File: src/rtl/if_stage.sv
// rtl/if_stage.sv - instruction fetch stage: PC, ROM addressing and IF/ID register
// Defining FETCH_PERF_CNT_EN adds saturating fetch_cnt/bubble_cnt outputs.
module if_stage #(
   parameter int AW       = 6,
   parameter int DW       = 32,
   parameter int START_PC = 1
) (
   input  logic          clk,
   input  logic          rst,
   output logic [AW-1:0] rom_addr,
   input  logic [DW-1:0] rom_inst,
   input  logic          stall,
   input  logic          redirect_valid,
   input  logic [AW-1:0] redirect_pc,
   input  logic          halt_req,
   output logic [DW-1:0] ifid_inst,
   output logic [AW-1:0] ifid_pc,
   output logic [AW-1:0] ifid_pc_next,
   output logic          ifid_valid,
`ifdef FETCH_PERF_CNT_EN
   output logic [31:0]   fetch_cnt,
   output logic [31:0]   bubble_cnt,
`endif
   output logic          halted
);

   typedef enum logic [1:0] {BOOT, RUN, HALT} state_t;

   state_t        state, state_nxt;
   logic [AW-1:0] pc;
   logic [AW-1:0] pc_inc;
   logic          do_load;
   logic          do_bubble;
   logic          do_kill;

   assign pc_inc   = pc + AW'(1);
   assign rom_addr = pc;
   assign halted   = (state == HALT);

   always_ff @(posedge clk or posedge rst) begin
      if (rst) state <= BOOT;
      else     state <= state_nxt;
   end

   always_comb begin
      state_nxt = state;
      do_load   = 1'b0;
      do_bubble = 1'b0;
      do_kill   = 1'b0;
      case (state)
         BOOT: state_nxt = halt_req ? HALT : RUN;
         RUN: begin
            if (halt_req) begin
               state_nxt = HALT;
               do_kill   = 1'b1;
            end else if (redirect_valid) begin
               do_bubble = 1'b1;
            end else if (!stall) begin
               do_load   = 1'b1;
            end
         end
         default: state_nxt = HALT;
      endcase
   end

   // A redirect squashes the wrong-path fetch but keeps ifid_pc/ifid_pc_next.
   always_ff @(posedge clk or posedge rst) begin
      if (rst) begin
         pc           <= AW'(START_PC);
         ifid_inst    <= '0;
         ifid_pc      <= '0;
         ifid_pc_next <= '0;
         ifid_valid   <= 1'b0;
      end else if (do_load) begin
         ifid_inst    <= rom_inst;
         ifid_pc      <= pc;
         ifid_pc_next <= pc_inc;
         ifid_valid   <= 1'b1;
         pc           <= pc_inc;
      end else if (do_bubble) begin
         pc           <= redirect_pc;
         ifid_inst    <= '0;
         ifid_valid   <= 1'b0;
      end else if (do_kill) begin
         ifid_inst    <= '0;
         ifid_valid   <= 1'b0;
      end
   end

`ifdef FETCH_PERF_CNT_EN
   always_ff @(posedge clk or posedge rst) begin
      if (rst) begin
         fetch_cnt  <= '0;
         bubble_cnt <= '0;
      end else begin
         if (do_load && (fetch_cnt != 32'hFFFF_FFFF))
            fetch_cnt <= fetch_cnt + 32'd1;
         if (do_bubble && (bubble_cnt != 32'hFFFF_FFFF))
            bubble_cnt <= bubble_cnt + 32'd1;
      end
   end
`endif

endmodule
File: config.mk
export PLATFORM = sky130hd
export DESIGN_NAME = if_stage
export DESIGN_NICKNAME = d
export VERILOG_FILES = /design/src/rtl/if_stage.sv
export SDC_FILE = /design/constraint.sdc
export NUM_CORES = 1
export LEC_CHECK = 0
export ABC_AREA = 1
export CAP_MARGIN = 0
export CORE_MARGIN = 5
export CORE_UTILIZATION = 44
export DETAILED_ROUTE_END_ITERATION = 12
export PLACE_DENSITY = 0.84
export SLEW_MARGIN = 20
export SYNTH_ARGS = -nofsm -noshare
export SYNTH_HDL_FRONTEND = slang
export SYNTH_SLANG_ARGS = --single-unit
File: constraint.sdc
create_clock -name clk -period 4.6 [get_ports clk]
set_clock_uncertainty 0.15 [all_clocks]
set_input_delay 0.92 -clock clk [delete_from_list [all_inputs] [get_ports clk]]
set_output_delay 0.92 -clock clk [all_outputs]
set_load 0.005 [all_outputs]
==> results.py, run 1 <==
metrics = {
    "clock_tree": {
        "clkTransAtPathRegs_ns": 0.09,
        "cts_sinks": 53,
        "numCtsBuffers": 5,
        "cts-resized-gates": 0,
        "cts_tree": "done",
        "root_buffer": "clkbuf_8",
        "ctsHoldBuffers": 0,
        "clock_latency_ns": 0.30,
        "postCtsSetupBuffers": 0,
        "h-tree-depth": 2,
        "clk_path_buf_depth": 2,
    },
    "timing": {
        "fmax_mhz": 370,
        "rsz0062_at_grt": "false",
        "slew_violations": 0,
        "final.min_clock_period_ns": 2.70,
        "worst_slew_pin_slew_ns": 0.928,
        "finalCritPeriodShare_pct": 58.8,
        "slew_headroom_pct": 38.0,
        "tns_ns": 0,
        "report.final.setup_viol": 0,
        "holdWs_ns": 0.332,
        "hold_viol": 0,
    },
    "logic_synthesis": {
        "synth_top_cell_area_share_pct": 62.7,
        "netlist-cell-type-count": 19,
        "ys_top_cells_by_count": "nand2_1, dfrtp_1, a22o_1",
        "synth_top_family_by_area": "compound AO/OA/AOI/OAI gates",
        "synth_adder_area_share_pct": 0.603,
        "syn_nets": 235,
        "synthSimpleGateAreaFrac_pct": 14.5,
        "synth-compound-area-share_pct": 16.6,
        "ys_seq_area_share_pct": 64.0,
        "post_synth_xor_area_fraction_pct": 0,
        "async_flop_share_pct": 100,
        "synth_cells": 191,
        "ys.flop_type": "dfrtp_1",
        "synth_area_per_cell_sq_um": 10.9,
        "ys_ff_latch": 53,
        "synth.most_common_cell": "nand2_1",
        "muxShareOfSynthArea_pct": 0,
        "synth_top_area_cell": "dfrtp_1",
        "netlist_area_sq_um": 2080,
        "synth_warnings": 0,
        "synth_edf_count": 0,
        "synth_area_leaders": "dfrtp_1, a22o_1, nand2_1, nand3_1, inv_1",
    },
    "die": {
        "io_pins": 95,
        "initial_core_util_pct": 44.5,
        "num_rows": 25,
        "die_y_um": 78.7,
        "coreArea_sq_um": 4660,
        "die_w_um": 78.7,
        "die_area_sq_um": 6190,
    },
    "power": {
        "p_int_uw": 715,
        "powerDensity_nw_per_um2": 284,
        "switchingPower_uw": 185,
        "pwr-share-clk_pct": 35.9,
        "comb_power_share_pct": 10.0,
        "p_sw_share_pct": 20.5,
        "ir_worst_vdd_v": 0.000130,
        "p_seq_share_pct": 54.2,
        "p_leak_uw": 0.00150,
    },
    "worst_setup_path": {
        "cp-start-kind": "primary input",
        "r2r-start": "state[1]$_DFFE_PP0P_",
        "crit_required_ns": 4.70,
        "crit_path_max_incr_delay_ns": 0.71,
        "slowest_stage": "nor2_4",
        "cp.buffers_inverters": 1,
        "critPathMostFrequentCell": "nand2_1",
        "crit_path_end_kind": "flop",
        "crit_chain": "clkdlybuf4s50_1 > nor2_2 > nand2_1 > nor2_4 > nand2_1 > nand2_1 > nand2_1 > nand2_1",
        "critPathMaxFanout": 42,
        "worstPathArrival_ns": 2.80,
        "crit_family": "simple AND/OR/NAND/NOR gates",
        "worstReg2RegEnd": "rom_addr[0]$_DFFE_PP1P_",
        "timing_worst_setup_path_type": "in -> reg",
        "ff2ff_setup_slack_ns": 2.63,
        "reg2reg_depth": 7,
    },
    "routing": {
        "viasPerCell": 5.01,
        "totalWireLength_um": 5390,
        "drc_errors": 0,
        "dr.pass1.iters": 4,
        "wl_per_cell_um": 15.8,
        "drtAntennaViolNets": 0,
        "drt_iter0_drc": 48,
        "via_count": 1702,
    },
    "min_path": {
        "hold_class": "reg -> reg",
        "hold_end": "ifid_pc_next[2]$_DFFE_PP0N_",
        "hp-start": "ifid_pc_next[2]$_DFFE_PP0N_",
        "min_path_cells": 2,
    },
    "global_route": {
        "grt_pass1_vias": 1706,
        "grt_overflow": 0,
        "antenna_found_initial": 0,
        "grt_pass1_wl_um": 8820,
        "grt_usage_pct": 18.3,
        "grt_max_degree": 54,
    },
    "placed_design": {
        "place_inst": 332,
        "gp_congestion": 0.738,
        "io_buffers": 94,
        "dp_hpwl_um": 3830,
    },
    "final_layout": {
        "fillers": 383,
        "diodes": 0,
        "nNetsFinal": 329,
        "stdcell_count": 340,
        "drive_gt1_share_pct": 5.59,
        "area_growth_pct": 52.4,
    },
    "outcome": {
        "status": "complete, no violations",
    },
    "flow_run": {
        "cap_violations": 0,
    },
}
[cells in the final DEF (no fill, tap or decap), types with 3 or more instances in the layout]
| cell type | Yosys | layout |
|---|---|---|
| nand3_1 | 8 | 8 |
| inv_1 | 10 | 9 |
| clkbuf_8 | 0 | 6 |
| nand2_1 | 55 | 55 |
| o21ai_0 | 3 | 3 |
| nor2_1 | 8 | 8 |
| dfrtp_1 | 52 | 52 |
| a21oi_1 | 5 | 5 |
| clkdlybuf4s50_1 | 0 | 94 |
| a22o_1 | 32 | 32 |
[cell families (layout without fill, tap and decap cells)]
kind of cell               Yosys count  in the layout
AOI/OAI and AO/OA                   43             43
and+or+nand+nor                     74             74
buffers and inverters               20            115
DFF                                 53             53
adders and majority gates            1              1
[per-layer routing]
| layer | track usage [%] | vias up | routed length [um] |
|---|---|---|---|
| li1 | - | 832 | - |
| met1 | 22.9 | 808 | 2310 |
| met2 | 31.1 | 53 | 2660 |
| met3 | 4.01 | 9 | 296 |
| met4 | 6.47 | 0 | 116 |
| met5 | 0 | - | 0 |
[worst max path at each step]
stage	startpoint	end	slack, ns	cells past startpoint
floorplan	rst	ifid_inst[0]$_DFFE_PP0P_	2.25	1
global placement	redirect_valid	rom_addr[0]$_DFFE_PP1P_	1.63	8
detailed placement	redirect_valid	rom_addr[0]$_DFFE_PP1P_	1.57	8
CTS	redirect_valid	rom_addr[0]$_DFFE_PP1P_	1.90	8
global route	redirect_valid	rom_addr[0]$_DFFE_PP1P_	1.77	8
finish	redirect_valid	rom_addr[0]$_DFFE_PP1P_	1.90	8
[final cells by class]
class | count | area [sq um] | area share (%)
sequential | 53 | 1330 | 42.0
timing repair buffer | 95 | 948 | 30.0
multi-input combinational | 118 | 657 | 20.8
clock buffer | 7 | 86.3 | 2.73
tap | 54 | 67.6 | 2.14
inverter | 12 | 46.3 | 1.46
clock inverter | 1 | 30.0 | 0.949
[power by group through the flow]
stage,Sequential (uW),Clock (uW),Combinational [uW]
CTS,487,331,91.1
finish,487,323,89.6
global placement,496,0,89.4
floorplan,496,0,22.3
global route,489,352,98.4
detailed placement,496,0,90.7
[through the flow]
step | utilization (%) | setup slack (ns) | instance area, sq um | power (uW)
floorplan | - | 2.25 | 2080 | 518
global placement | 65.3 | 1.63 | 3050 | 585
detailed placement | 65.3 | 1.57 | 3050 | 587
CTS | 67.8 | 1.90 | 3160 | 910
global route | 67.9 | 1.77 | 3160 | 939
finish | 67.9 | 1.90 | 3160 | 900
[state kept, by name (all words and copies together), names as in the netlist]
| signal | count |
|---|---|
| ifid_inst | 32 |
| ifid_pc | 6 |
| ifid_pc_next | 6 |
| ifid_valid | 1 |
| rom_addr | 6 |
| state | 2 |
[tightest hold or removal path, cell delays in order, from the launching register on]
cell and delay (ns):
dfrtp_1 0.35, nand2_1 0.05, nand2_1 0.05
(Power assumes the default switching activity.)
==> run 2: changes to the inputs <==
Settings changed: CORE_UTILIZATION 44 to 41, PLACE_DENSITY 0.84 to 0.79.
Clock period 4.6 ns to 2.7 ns, I/O delays scaled along.
==> run 2 against run 1 <==
  * Non-clock buffer count increased by 4
  * Register-to-register slack lost 1.6 ns
  * First-iteration DRC count up 50%
  * Design area increased by 1.3%
  * Routed wire length up 3.0%
  * Global-route usage shrank 0.81 points
  * Via count is 4.7% higher
  * Setup slack worse by 1.3 ns
  * Combinational power grew 74%
  * Critical path type is now reg -> out
  * Critical endpoint is now rom_addr[0]
==> results.py, run 2 (synthesis gave the netlist of run 1 again) <==
metrics = {
    "routing": {
        "totalWireLength_um": 5550,
        "wl_per_cell_um": 15.5,
        "viasPerCell": 4.99,
        "drt_iter0_drc": 72,
        "dr.pass1.iters": 4,
        "drc_errors": 0,
        "via_count": 1782,
        "drtAntennaViolNets": 0,
    },
    "power": {
        "ir_worst_vdd_v": 0.000203,
        "p_sw_share_pct": 21.2,
        "p_leak_uw": 0.00152,
        "p_int_uw": 1150,
        "switchingPower_uw": 310,
        "p_seq_share_pct": 56.9,
        "powerDensity_nw_per_um2": 455,
        "comb_power_share_pct": 10.7,
        "pwr-share-clk_pct": 32.5,
    },
    "global_route": {
        "grt_pass1_vias": 1761,
        "grt_usage_pct": 17.5,
        "grt_pass1_wl_um": 8730,
        "antenna_found_initial": 0,
        "grt_overflow": 0,
        "grt_max_degree": 34,
    },
    "timing": {
        "tns_ns": 0,
        "report.final.setup_viol": 0,
        "worst_slew_pin_slew_ns": 0.560,
        "rsz0062_at_grt": "false",
        "slew_violations": 0,
        "slew_headroom_pct": 62.6,
        "fmax_mhz": 481,
        "final.min_clock_period_ns": 2.08,
        "finalCritPeriodShare_pct": 77.0,
        "setup_ws_ns": 0.620,
        "hold_viol": 0,
    },
    "clock_tree": {
        "numCtsBuffers": 5,
        "root_buffer": "clkbuf_8",
        "clk_path_buf_depth": 2,
        "clkTransAtPathRegs_ns": 0.09,
        "cts_sinks": 53,
        "h-tree-depth": 2,
        "ctsHoldBuffers": 0,
        "postCtsSetupBuffers": 0,
        "clock_latency_ns": 0.30,
        "cts-resized-gates": 0,
        "cts_tree": "done",
    },
    "min_path": {
        "hold_end": "ifid_pc[2]$_DFFE_PP0N_",
        "min_path_cells": 2,
        "hold_class": "reg -> reg",
        "hp-start": "ifid_pc[2]$_DFFE_PP0N_",
    },
    "worst_setup_path": {
        "cp-start-kind": "flop",
        "critPathMaxFanout": 5,
        "slowest_stage": "dfstp_2",
        "cp.buffers_inverters": 1,
        "reg2reg_depth": 8,
        "r2r-start": "state[1]$_DFFE_PP0P_",
        "ff2ff_setup_slack_ns": 1.03,
        "crit_chain": "clkdlybuf4s50_1",
        "worstPathArrival_ns": 1.39,
        "crit_path_end_kind": "output pin",
        "crit_family": "flip-flops",
        "crit_required_ns": 2.01,
        "crit_path_max_incr_delay_ns": 0.58,
        "timing_worst_setup_path_type": "reg -> out",
        "worstReg2RegEnd": "rom_addr[2]$_DFFE_PP0P_",
    },
    "final_layout": {
        "fin_util_pct": 66.5,
        "diodes": 0,
        "final_cell_mix": "clkdlybuf4s50_1, nand2_1, dfrtp_1",
        "nNetsFinal": 333,
        "drive_gt1_share_pct": 7.24,
        "multiInputGateArea_sq_um": 657,
        "top_register": "ifid_inst",
        "layout_commonest_cell": "clkdlybuf4s50_1",
        "fillers": 397,
        "final-seq-area_sq_um": 1330,
        "largest_reg_flops": 32,
        "area_growth_pct": 54.4,
    },
    "die": {
        "coreArea_sq_um": 4820,
        "die_w_um": 81.2,
        "initial_core_util_pct": 43.1,
        "die_y_um": 81.2,
        "num_rows": 25,
        "die_area_sq_um": 6590,
        "io_pins": 95,
    },
    "placed_design": {
        "dp_hpwl_um": 4230,
        "gp_congestion": 0.797,
        "io_buffers": 94,
        "dp_slack_ns": 0.422,
    },
    "outcome": {
        "status": "complete, no violations",
    },
    "flow_run": {
        "cap_violations": 0,
    },
}
==> run 2: changes by cell type in the layout (fill, tap and decap cells not counted), sizes merged <==
cell / before / now
inv: 11 / 12
bufinv: 1 / 0
buf: 1 / 5
==> run 2: worst max-delay path by stage <==
stage | from | to | slack (ns) | depth (start not counted)
2_1_floorplan | rst | ifid_inst[0]$_DFFE_PP0P_ | 0.73 | 1
3_3_place_gp | redirect_valid | rom_addr[0]$_DFFE_PP1P_ | 0.48 | 8
3_5_place_dp | redirect_valid | ifid_inst[19]$_DFFE_PP0P_ | 0.42 | 6
4_1_cts | rom_addr[0]$_DFFE_PP1P_ | rom_addr[0] | 0.60 | 1
5_1_grt | rom_addr[0]$_DFFE_PP1P_ | rom_addr[0] | 0.58 | 1
6_report | rom_addr[0]$_DFFE_PP1P_ | rom_addr[0] | 0.62 | 1
==> run 2: cell type report <==
class                           instances  area share (%)
Timing Repair Buffer                   99            30.9
Tap cell                               67            2.62
Multi-Input combinational cell        118            20.5
Clock inverter                          1           0.156
Inverter                               12            1.41
Clock buffer                            7            3.01
Sequential cell                        53            41.4
==> run 2: power groups by stage <==
stage | Sequential, uW | Combinational [uW] | Clock [uW]
2_1_floorplan | 845 | 37.9 | 0
3_3_place_gp | 846 | 155 | 0
3_5_place_dp | 845 | 158 | 0
4_1_cts | 830 | 158 | 490
5_1_grt | 833 | 170 | 523
6_report | 830 | 156 | 474
==> run 2: metrics by stage <==
stage / power (uW) / instance area, sq um / hold slack (ns) / cells
after CTS: 1480 / 3210 / 0.333 / 357
after floorplan: 883 / 2080 / 0.315 / 191
after detailed placement: 1000 / 3100 / 0.312 / 349
final: 1460 / 3210 / 0.331 / 357
after global routing: 1530 / 3210 / 0.360 / 357
after global placement: 1000 / 3100 / 0.307 / 349
==> run 2: per-layer routing <==
layer | track usage [%] | share of wire (%) | vias up
li1 | - | - | 842
met1 | 22.6 | 42 | 871
met2 | 28.7 | 50 | 65
met3 | 3.77 | 6.4 | 4
met4 | 6.76 | 1.3 | 0
met5 | 0 | 0 | -
==> run 2: worst reg2reg max path, delay by kind of cell (launching register included) <==
| family | cells | cell delay (ns) |
|---|---|---|
| and+or+nand+nor | 7 | 0.96 |
| buffers and inverters | 1 | 0.07 |
| DFF | 1 | 0.40 |
==> run 3: changes to the inputs <==
Clock period 2.7 ns to 2.03 ns, I/O delays scaled along.
==> run 3 against run 2 <==
  * Flip-flop and latch count stayed put
  * Largest cell class unchanged
  * Clock power rose by 55%
  * Design area rose by 2.0%
  * Highest routed layer unchanged
  * Critical path depth is the same
  * Register-to-register slack worse by 0.57 ns
  * Sequential share of layout area shrank 0.79 points
  * Total power up 40%
  * Worst hold slack got worse by 0.061 ns
  * Setup slack lost 0.54 ns
  * Non-clock buffer count increased by 3
==> results.py, run 3 (synthesis gave the netlist of run 1 again) <==
metrics = {
    "routing": {
        "via_count": 1794,
        "dr.pass1.iters": 4,
        "totalWireLength_um": 5560,
        "wl_per_cell_um": 15.4,
        "drc_errors": 0,
        "viasPerCell": 4.98,
        "drt_iter0_drc": 70,
        "drtAntennaViolNets": 0,
    },
    "final_layout": {
        "largest_reg_flops": 32,
        "layout_commonest_cell": "clkdlybuf4s50_1",
        "nNetsFinal": 336,
        "diodes": 0,
        "drive_gt1_share_pct": 7.85,
        "fin_util_pct": 67.8,
        "final_cell_mix": "clkdlybuf4s50_1, nand2_1, dfrtp_1",
        "fillers": 404,
        "top_register": "ifid_inst",
        "area_growth_pct": 57.4,
    },
    "power": {
        "powerDensity_nw_per_um2": 627,
        "p_leak_uw": 0.00156,
        "ir_worst_vdd_v": 0.000490,
    },
    "timing": {
        "worst_slew_pin_slew_ns": 0.432,
        "fmax_mhz": 512,
        "final.min_clock_period_ns": 1.95,
        "rsz0062_at_grt": "false",
        "hold_viol": 0,
        "finalCritPeriodShare_pct": 96.3,
        "slew_headroom_pct": 71.1,
        "tns_ns": 0,
        "slew_violations": 0,
        "report.final.setup_viol": 0,
    },
    "clock_tree": {
        "root_buffer": "clkbuf_8",
        "clkTransAtPathRegs_ns": 0.10,
        "numCtsBuffers": 5,
        "cts_sinks": 53,
        "ctsHoldBuffers": 0,
        "h-tree-depth": 2,
        "clk_path_buf_depth": 2,
        "cts-resized-gates": 0,
        "clock_latency_ns": 0.30,
        "postCtsSetupBuffers": 0,
        "cts_tree": "done",
    },
    "placed_design": {
        "dp_hpwl_um": 4260,
        "gp_congestion": 0.774,
        "io_buffers": 94,
    },
    "worst_setup_path": {
        "worstReg2RegEnd": "rom_addr[4]$_DFFE_PP0P_",
        "crit_chain": "clkdlybuf4s50_1",
        "timing_worst_setup_path_type": "reg -> out",
        "reg2reg_depth": 5,
        "crit_family": "flip-flops",
        "critPathMaxFanout": 5,
        "crit_path_max_incr_delay_ns": 0.59,
        "r2r-start": "rom_addr[0]$_DFFE_PP1P_",
        "ff2ff_setup_slack_ns": 0.46,
        "cp-start-kind": "flop",
        "worstPathArrival_ns": 1.40,
        "setup.worst_path.start": "rom_addr[0]$_DFFE_PP1P_",
        "crit_required_ns": 1.47,
        "cp.buffers_inverters": 1,
        "crit_path_end_kind": "output pin",
        "slowest_stage": "dfstp_2",
    },
    "die": {
        "die_y_um": 81.2,
        "coreArea_sq_um": 4820,
        "num_rows": 25,
        "io_pins": 95,
        "initial_core_util_pct": 43.1,
        "die_w_um": 81.2,
        "die_area_sq_um": 6590,
    },
    "global_route": {
        "grt_pass1_vias": 1745,
        "antenna_found_initial": 0,
        "grt_usage_pct": 17.6,
        "grt_overflow": 0,
        "grt_pass1_wl_um": 8810,
        "grt_max_degree": 32,
    },
    "min_path": {
        "hold_class": "in -> async",
    },
    "outcome": {
        "status": "complete, no violations",
    },
    "flow_run": {
        "cap_violations": 0,
    },
}
[run 3: cell count changes in the layout (fill, tap and decap cells not counted), sizes merged]
cell | previous run | this run
clkinv | 1 | 0
bufinv | 0 | 1
buf | 5 | 8
[run 3: per-layer routing]
metal	up-vias	global-route usage (%)	part of all wire, %
met5	-	0	0
met4	0	4.56	1.2
met3	6	4.32	6.0
met2	57	29.2	51
met1	887	22.9	41
li1	844	-	-
[run 3: per-stage QoR]
stage | power (uW) | instance area (sq um) | worst slack, ns | hold slack, ns | cells
3_3_place_gp | 1330 | 3150 | 0.0947 | 0.307 | 352
5_1_grt | 2140 | 3270 | 0.0284 | 0.300 | 360
6_report | 2050 | 3270 | 0.0752 | 0.270 | 360
4_1_cts | 2070 | 3270 | 0.0643 | 0.279 | 360
3_5_place_dp | 1340 | 3150 | 0.0572 | 0.311 | 352
2_1_floorplan | 1170 | 2080 | 0.189 | 0.315 | 191
[run 3: worst max-delay path by stage]
stage                                 to  slack (ns)  cells after the start
6_report                     rom_addr[0]        0.08                      1
5_1_grt                      rom_addr[0]        0.03                      1
4_1_cts                      rom_addr[0]        0.06                      1
3_5_place_dp   ifid_inst[23]$_DFFE_PP0P_        0.06                      6
3_3_place_gp   ifid_inst[14]$_DFFE_PP0P_        0.09                      6
2_1_floorplan   ifid_inst[0]$_DFFE_PP0P_        0.19                      1
[run 3: where the power goes]
group | switching, uW | internal (uW) | total, uW | leakage, uW
Clock | 332 | 402 | 734 | 0.0000585
Sequential | 23.1 | 1080 | 1110 | 0.000717
Combinational | 68.5 | 142 | 210 | 0.000782
[run 3: cell type report]
type	count	area [sq um]	share of cell area (%)
timing repair buffer	102	1040	31.8
inverter	12	45.0	1.38
clock inverter	1	30.0	0.919
clock buffer	7	86.3	2.64
multi-input combinational	118	657	20.1
tap	67	83.8	2.57
sequential	53	1330	40.6
